===== config.mk =====
export PLATFORM = sky130hd
export DESIGN_NAME = seqcheck_flat
export DESIGN_NICKNAME = d
export VERILOG_FILES = /design/src/rtl/seqcheck_if.sv /design/src/rtl/seqcheck.sv /design/src/flat_wrapper.sv
export SDC_FILE = /design/constraint.sdc
export NUM_CORES = 1
export LEC_CHECK = 0
export CAP_MARGIN = 20
export CORE_AREA = 5 5 42 44
export DETAILED_ROUTE_END_ITERATION = 6
export DIE_AREA = 0 0 47 49
export DONT_BUFFER_PORTS = 1
export GPL_TIMING_DRIVEN = 0
export PLACE_DENSITY = 0.3
export RECOVER_POWER = 100
export SETUP_SLACK_MARGIN = 0.02
export SKIP_CTS_REPAIR_TIMING = 1
export SYNTH_ARGS = -nofsm -noshare
export SYNTH_HDL_FRONTEND = slang
export SYNTH_SLANG_ARGS = --single-unit

===== constraint.sdc =====
create_clock -name clk -period 2.3 [get_ports clk]
set_clock_uncertainty 0.2 [all_clocks]
set_input_delay 0.575 -clock clk [delete_from_list [all_inputs] [get_ports clk]]
set_output_delay 0.575 -clock clk [all_outputs]
set_load 0.05 [all_outputs]

===== src/rtl/seqcheck_if.sv =====
// Serial-bit stream bundle for the seqcheck detector: data bit in, detection flag and state out.
interface seqcheck_if;
    logic       in;
    logic       out;
    logic [2:0] statout;

    modport master (output in, input out, input statout);
    modport slave  (input in, output out, output statout);
endinterface


===== src/rtl/seqcheck.sv =====
// Moore detector for the serial pattern 1-0-1-1-0; out pulses while in the detected state.
// Build option: define SEQCHECK_OVERLAP_EN to let a detection reuse its trailing "10".
module seqcheck (
    input  logic       clk,
    input  logic       rst,
    seqcheck_if.slave  bus
);

    typedef enum logic [2:0] {
        S0 = 3'b000,
        S1 = 3'b001,
        S2 = 3'b010,
        S3 = 3'b011,
        S4 = 3'b100,
        S5 = 3'b101
    } state_t;

    state_t state;
    state_t next;
    logic   hit;

    always_comb begin
        next = S0;
        unique case (state)
            S0: next = bus.in ? S1 : S0;
            S1: next = bus.in ? S1 : S2;
            S2: next = bus.in ? S3 : S0;
            S3: next = bus.in ? S4 : S2;
            S4: next = bus.in ? S1 : S5;
`ifdef SEQCHECK_OVERLAP_EN
            S5: next = bus.in ? S3 : S0;
`else
            S5: next = bus.in ? S1 : S0;
`endif
            default: next = S0;
        endcase
    end

    // hit is registered from the next state, so it always equals (state == S5).
    always_ff @(posedge clk) begin
        if (rst) begin
            state <= S0;
            hit   <= 1'b0;
        end else begin
            state <= next;
            hit   <= (next == S5);
        end
    end

    assign bus.out     = hit;
    assign bus.statout = state;

endmodule


===== src/flat_wrapper.sv =====
// flat-port wrapper written by rule: the top's interface ports become plain ports
module seqcheck_flat 
  (clk, rst, bus_in, bus_out, bus_statout);
  seqcheck_if bus_i ();
  input  logic clk;
  input  logic rst;
  input wire logic [$bits(bus_i.in)-1:0] bus_in;
  output wire logic [$bits(bus_i.out)-1:0] bus_out;
  output wire logic [$bits(bus_i.statout)-1:0] bus_statout;
  assign bus_i.in = bus_in;
  assign bus_out = bus_i.out;
  assign bus_statout = bus_i.statout;
  seqcheck u_core (.clk(clk), .rst(rst), .bus(bus_i));
endmodule

==> run_summary.xml <==
<?xml version="1.0" encoding="UTF-8"?>
<metrics>
  <group name="die">
    <metric name="fp.dieW" unit="um">47</metric>
    <metric name="dieArea" unit="um2">2300</metric>
    <metric name="fp-row-count" unit="">14</metric>
    <metric name="die_y" unit="um">49</metric>
    <metric name="core_region_area" unit="um2">1400</metric>
    <metric name="floorplan.initialDensity" unit="%">10.7</metric>
    <metric name="ios" unit="">7</metric>
  </group>
  <group name="detailed_routing">
    <metric name="detail_routed_via_count_per_cell" unit="">3.61</metric>
    <metric name="dr.pass1.iters" unit="">2</metric>
    <metric name="dr.first_iter.drc_count" unit="">3</metric>
    <metric name="drc_errors" unit="">0</metric>
    <metric name="routedWlPerCell" unit="um">9.22</metric>
    <metric name="final_antenna_net_count" unit="">0</metric>
    <metric name="detail_route.wirelength" unit="um">332</metric>
    <metric name="via_count" unit="">130</metric>
  </group>
  <group name="min_path">
    <metric name="holdPathStages" unit="">1</metric>
    <metric name="holdCritPathClass" unit="">in2reg</metric>
    <metric name="hold_startpoint" unit="">rst</metric>
    <metric name="hold_path_end" unit="">u_core.bus.statout[2]$_SDFF_PP0_</metric>
  </group>
  <group name="synthesis">
    <metric name="netlist.area_leader.share" unit="%">53.3</metric>
    <metric name="synth_area_leader_cell" unit="">dfxtp_1</metric>
    <metric name="post_synth_inst_count" unit="">17</metric>
    <metric name="yosysSeqAreaShare" unit="%">53.3</metric>
    <metric name="synth-seq-cells" unit="">4</metric>
    <metric name="ys_top_cells_by_area" unit="">dfxtp_1 53%, nand3_1 10%, nor2_1 7.5%</metric>
    <metric name="synth_cell_types" unit="">9</metric>
    <metric name="yosysWarningCount" unit="">0</metric>
    <metric name="netlist_area" unit="um2">150</metric>
    <metric name="synth_area_per_cell" unit="um2">8.83</metric>
    <metric name="mappedNetlistNets" unit="">20</metric>
  </group>
  <group name="sta">
    <metric name="tightest_slew" unit="ps">604</metric>
    <metric name="final.setup.tns" unit="ps">0</metric>
    <metric name="final.period_utilization" unit="%">73.9</metric>
    <metric name="report.final.setup_viol" unit="">0</metric>
    <metric name="max-slew-margin-rel" unit="%">59.7</metric>
    <metric name="finalWorstPathRequiredPeriod" unit="ps">1700</metric>
    <metric name="slew_viol_final" unit="">0</metric>
    <metric name="final_hold_viol_count" unit="">0</metric>
    <metric name="rsz0062_at_grt" unit="">no</metric>
    <metric name="hold_ws" unit="ps">213</metric>
    <metric name="fmaxAchievable" unit="GHz">0.589</metric>
  </group>
  <group name="final_layout">
    <metric name="relative_area_change_from_synthesis_to_final_layout" unit="%">28.3</metric>
    <metric name="layout.cells.most_common_list" unit="">4 x dfxtp_1, 3 x nor2_1, 3 x nand3_1, 3 x clkbuf_4, 2 x a21oi_1</metric>
    <metric name="num_antenna_cells" unit="">0</metric>
    <metric name="drive_gt1_share" unit="%">20.0</metric>
    <metric name="final_nets" unit="">25</metric>
    <metric name="final_core_utilization" unit="%">13.8</metric>
    <metric name="most_common_cell_after_layout_fill_and_taps_aside" unit="">dfxtp_1</metric>
  </group>
  <group name="placement">
    <metric name="numPortBuffers" unit="">0</metric>
    <metric name="detailed_placer_s_ending_hpwl" unit="um">273</metric>
    <metric name="globalplace.congestion" unit="">0.643</metric>
  </group>
  <group name="worst_setup_path">
    <metric name="regToRegEndpoint" unit="">u_core.bus.statout[0]$_SDFF_PP0_</metric>
    <metric name="worst_setup_path_end_kind" unit="">output port</metric>
    <metric name="worstPathMaxFanout" unit="">4</metric>
    <metric name="cp-start-kind" unit="">flop</metric>
    <metric name="required_worst_endpoint" unit="ps">1520</metric>
    <metric name="reg2reg_slack" unit="ps">910</metric>
    <metric name="cp.arrival" unit="ps">920</metric>
    <metric name="reg2regPathDepth" unit="">3</metric>
    <metric name="critical_path_class" unit="">reg2out</metric>
    <metric name="reg_to_reg_start" unit="">u_core.bus.statout[0]$_SDFF_PP0_</metric>
  </group>
  <group name="grt">
    <metric name="global_route.usage.total" unit="%">4.01</metric>
    <metric name="first_global_vias" unit="">136</metric>
    <metric name="overflow" unit="">0</metric>
    <metric name="grt_start_max_net_pins" unit="">7</metric>
    <metric name="grt_pass1_wl" unit="um">558</metric>
    <metric name="number_of_antenna_violations_at_the_first_check_in_global_routing" unit="">0</metric>
  </group>
  <group name="flow_run">
    <metric name="maxCapViolCount" unit="">0</metric>
  </group>
  <group name="clock_tree">
    <metric name="clk_pin_slew" unit="ps">40</metric>
    <metric name="cts_tree" unit="">yes</metric>
    <metric name="clock_tree.htree_level_count" unit="">1</metric>
    <metric name="clock_tree_root" unit="">clkbuf_4</metric>
    <metric name="cts_inserted_buffers" unit="">3</metric>
    <metric name="worst_skew_pair.late_latency" unit="ps">230</metric>
    <metric name="cts-root-to-sink-buffers" unit="">2</metric>
    <metric name="clock-sinks" unit="">4</metric>
  </group>
  <group name="pwr">
    <metric name="total_leakage_power" unit="nW">0.0684</metric>
    <metric name="p_per_area" unit="nW/um2">921</metric>
    <metric name="vdd_ir_drop_max" unit="V">0.000304</metric>
  </group>
  <group name="run_status">
    <metric name="result_of_the_run" unit="">completed</metric>
  </group>
</metrics>
[worst max path at each step]
stage,startpoint,to,cells after the start
after floorplan,u_core.bus.statout[1]$_SDFF_PP0_,bus_statout[1],0
after global placement,u_core.bus.statout[1]$_SDFF_PP0_,bus_statout[1],0
after detailed placement,u_core.bus.statout[2]$_SDFF_PP0_,bus_statout[2],0
after CTS,u_core.bus.statout[2]$_SDFF_PP0_,bus_statout[2],0
after global routing,u_core.bus.statout[2]$_SDFF_PP0_,bus_statout[2],0
final,u_core.bus.statout[0]$_SDFF_PP0_,bus_statout[0],0
[cell usage after synthesis]
master    n
nand2b_1  1
nor2_1    3
dfxtp_1   4
a21boi_0  1
o31ai_1   1
inv_2     1
nand3_1   3
a21oi_1   2
nand4b_1  1
[area by class of cell]
| type | count | area, um2 |
|---|---|---|
| inverters | 1 | 3.75 |
| fillers | 169 | 1210 |
| flip-flops and latches | 4 | 80.1 |
| clock buffers | 3 | 22.5 |
| multi-input cells | 12 | 66.3 |
| well taps | 16 | 20.0 |
[state kept, by name (all words and copies together) (netlist names)]
name	flops
u_core.bus.statout	3
u_core.bus.out	1
[cells by family after synthesis]
family                 share of synthesized area (%)
AOI/OAI and AO/OA                               16.7
buffers and inverters                           2.50
DFF                                             53.3
and+or+nand+nor                                 27.5
[per-stage QoR]
step | cell area (um2) | instances | total power [mW] | setup WS, ps
floorplan | 150 | 17 | 0.0934 | 876
global placement | 170 | 33 | 0.0949 | 848
detailed placement | 170 | 33 | 0.0954 | 839
CTS | 193 | 36 | 0.183 | 588
global route | 193 | 36 | 0.191 | 548
finish | 193 | 36 | 0.177 | 601
[routing by layer]
metal / up-vias / GRT usage [%] / wire length (um)
li1: 67 / - / -
met1: 52 / 4.61 / 154
met2: 11 / 2.49 / 71
met3: 0 / 8.12 / 106
met4: 0 / 1.38 / 0
met5: - / 0 / 0
[power breakdown]
part | switching (mW) | internal, mW
Clock | 0.0248 | 0.0581
Combinational | 0.00387 | 0.00351
Sequential | 0.0143 | 0.0728
(Power assumes the default switching activity.)
==> RTL change (same settings) <==
Add a define of `SEQCHECK_OVERLAP_EN`.
--- a/src/rtl/seqcheck.sv
+++ b/src/rtl/seqcheck.sv
@@ -2,2 +2,4 @@
 // Build option: define SEQCHECK_OVERLAP_EN to let a detection reuse its trailing "10".
+`define SEQCHECK_OVERLAP_EN
+
 module seqcheck (
Formal check against the unedited RTL: not equivalent (Yosys sat finds a counterexample within 10 cycles, from zero or initial values and one cycle with rst high).
==> RTL change against the original RTL <==
  * Synthesized area rose by 9.2%
  * Sequential cell count did not move
  * Worst setup slack got worse by 0.011 ns
  * Design area rose by 7.1%
  * Die area did not move
  * Power fell by 2.4%
  * Largest power group unchanged
  * Wire length rose by 18%
  * Highest routed layer unchanged
==> RTL change: results (changes against the original RTL) <==
stage	metric	value	unit	change
routing	wl_met3	31	um	was 106 um
placement	pre_cts_ws	0.694	ns	was 0.839 ns
global_routing	grt_pass1_wl	662	um	was 558 um
placement	hpwlAfterDp	317	um	was 273 um
synth	synth_common_cells	dfxtp_1 (4), a21oi_1 (3), nor2_1 (3)		was dfxtp_1 (4), nand3_1 (3), nor2_1 (3)
synth	yosys-top-cells-area	dfxtp_1 (49%), a21oi_1 (9.2%), nor2_1 (6.9%)		was dfxtp_1 (53%), nand3_1 (10%), nor2_1 (7.5%)
placement	gp_congestion	0.707		was 0.643
power_and_ir_drop	comb_power_share	3.6	%	was 4.2%
synth	synth_compound_area_share	15.3	%	was 16.7%
placement	placed_area	184	um^2	was 170 um^2
global_routing	met3_usage	4.06	%	was 8.12%
worst_setup_path	crit_fanout	5		was 4
routing	met2_length	221	um	was 71 um
placement	dp.cells	35		was 33
power_and_ir_drop	ir_drop	376	uV	was 304 uV
cells_and_area	final_cells	38		was 36
status	outcome	completed		unchanged
global_routing	grt_use_met1	3.50	%	was 4.61%
global_routing	grt_usage	4.22	%	was 4.01%
routing	dr.first_iter.drc_count	2		was 3
power_and_ir_drop	pwr-share-seq	48.6	%	was 49.1%
cells_and_area	nNetsFinal	27		was 25
power_and_ir_drop	power.switching	39.5	uW	was 43.0 uW
global_routing	grt_util_met2	6.79	%	was 2.49%
synth	synth_nets	22		was 20
synth	ys_seq_area_share	48.9	%	was 53.3%
power_and_ir_drop	switching_share	22.8	%	was 24.2%
routing	wl_met1	139	um	was 154 um
worst_setup_path	reg2reg_to	u_core.bus.statout[1]$_SDFF_PP0_		was u_core.bus.statout[0]$_SDFF_PP0_
RTL change: layout make-up:
class / instances / area share (%)
tap: 16 / 9.70
multi-input combinational: 14 / 38.8
clock buffer: 3 / 10.9
inverter: 1 / 1.82
sequential: 4 / 38.8
RTL change: how the worst max path moves through the flow:
stage / depth (start not counted) / slack (ns) / end / start
after floorplan: 3 / 0.80 / u_core.bus.statout[1]$_SDFF_PP0_ / u_core.bus.statout[0]$_SDFF_PP0_
after global placement: 3 / 0.70 / u_core.bus.statout[1]$_SDFF_PP0_ / u_core.bus.statout[0]$_SDFF_PP0_
after detailed placement: 3 / 0.69 / u_core.bus.statout[1]$_SDFF_PP0_ / u_core.bus.statout[0]$_SDFF_PP0_
after CTS: 0 / 0.58 / bus_statout[1] / u_core.bus.statout[1]$_SDFF_PP0_
after global routing: 0 / 0.55 / bus_statout[1] / u_core.bus.statout[1]$_SDFF_PP0_
final: 0 / 0.59 / bus_statout[1] / u_core.bus.statout[1]$_SDFF_PP0_
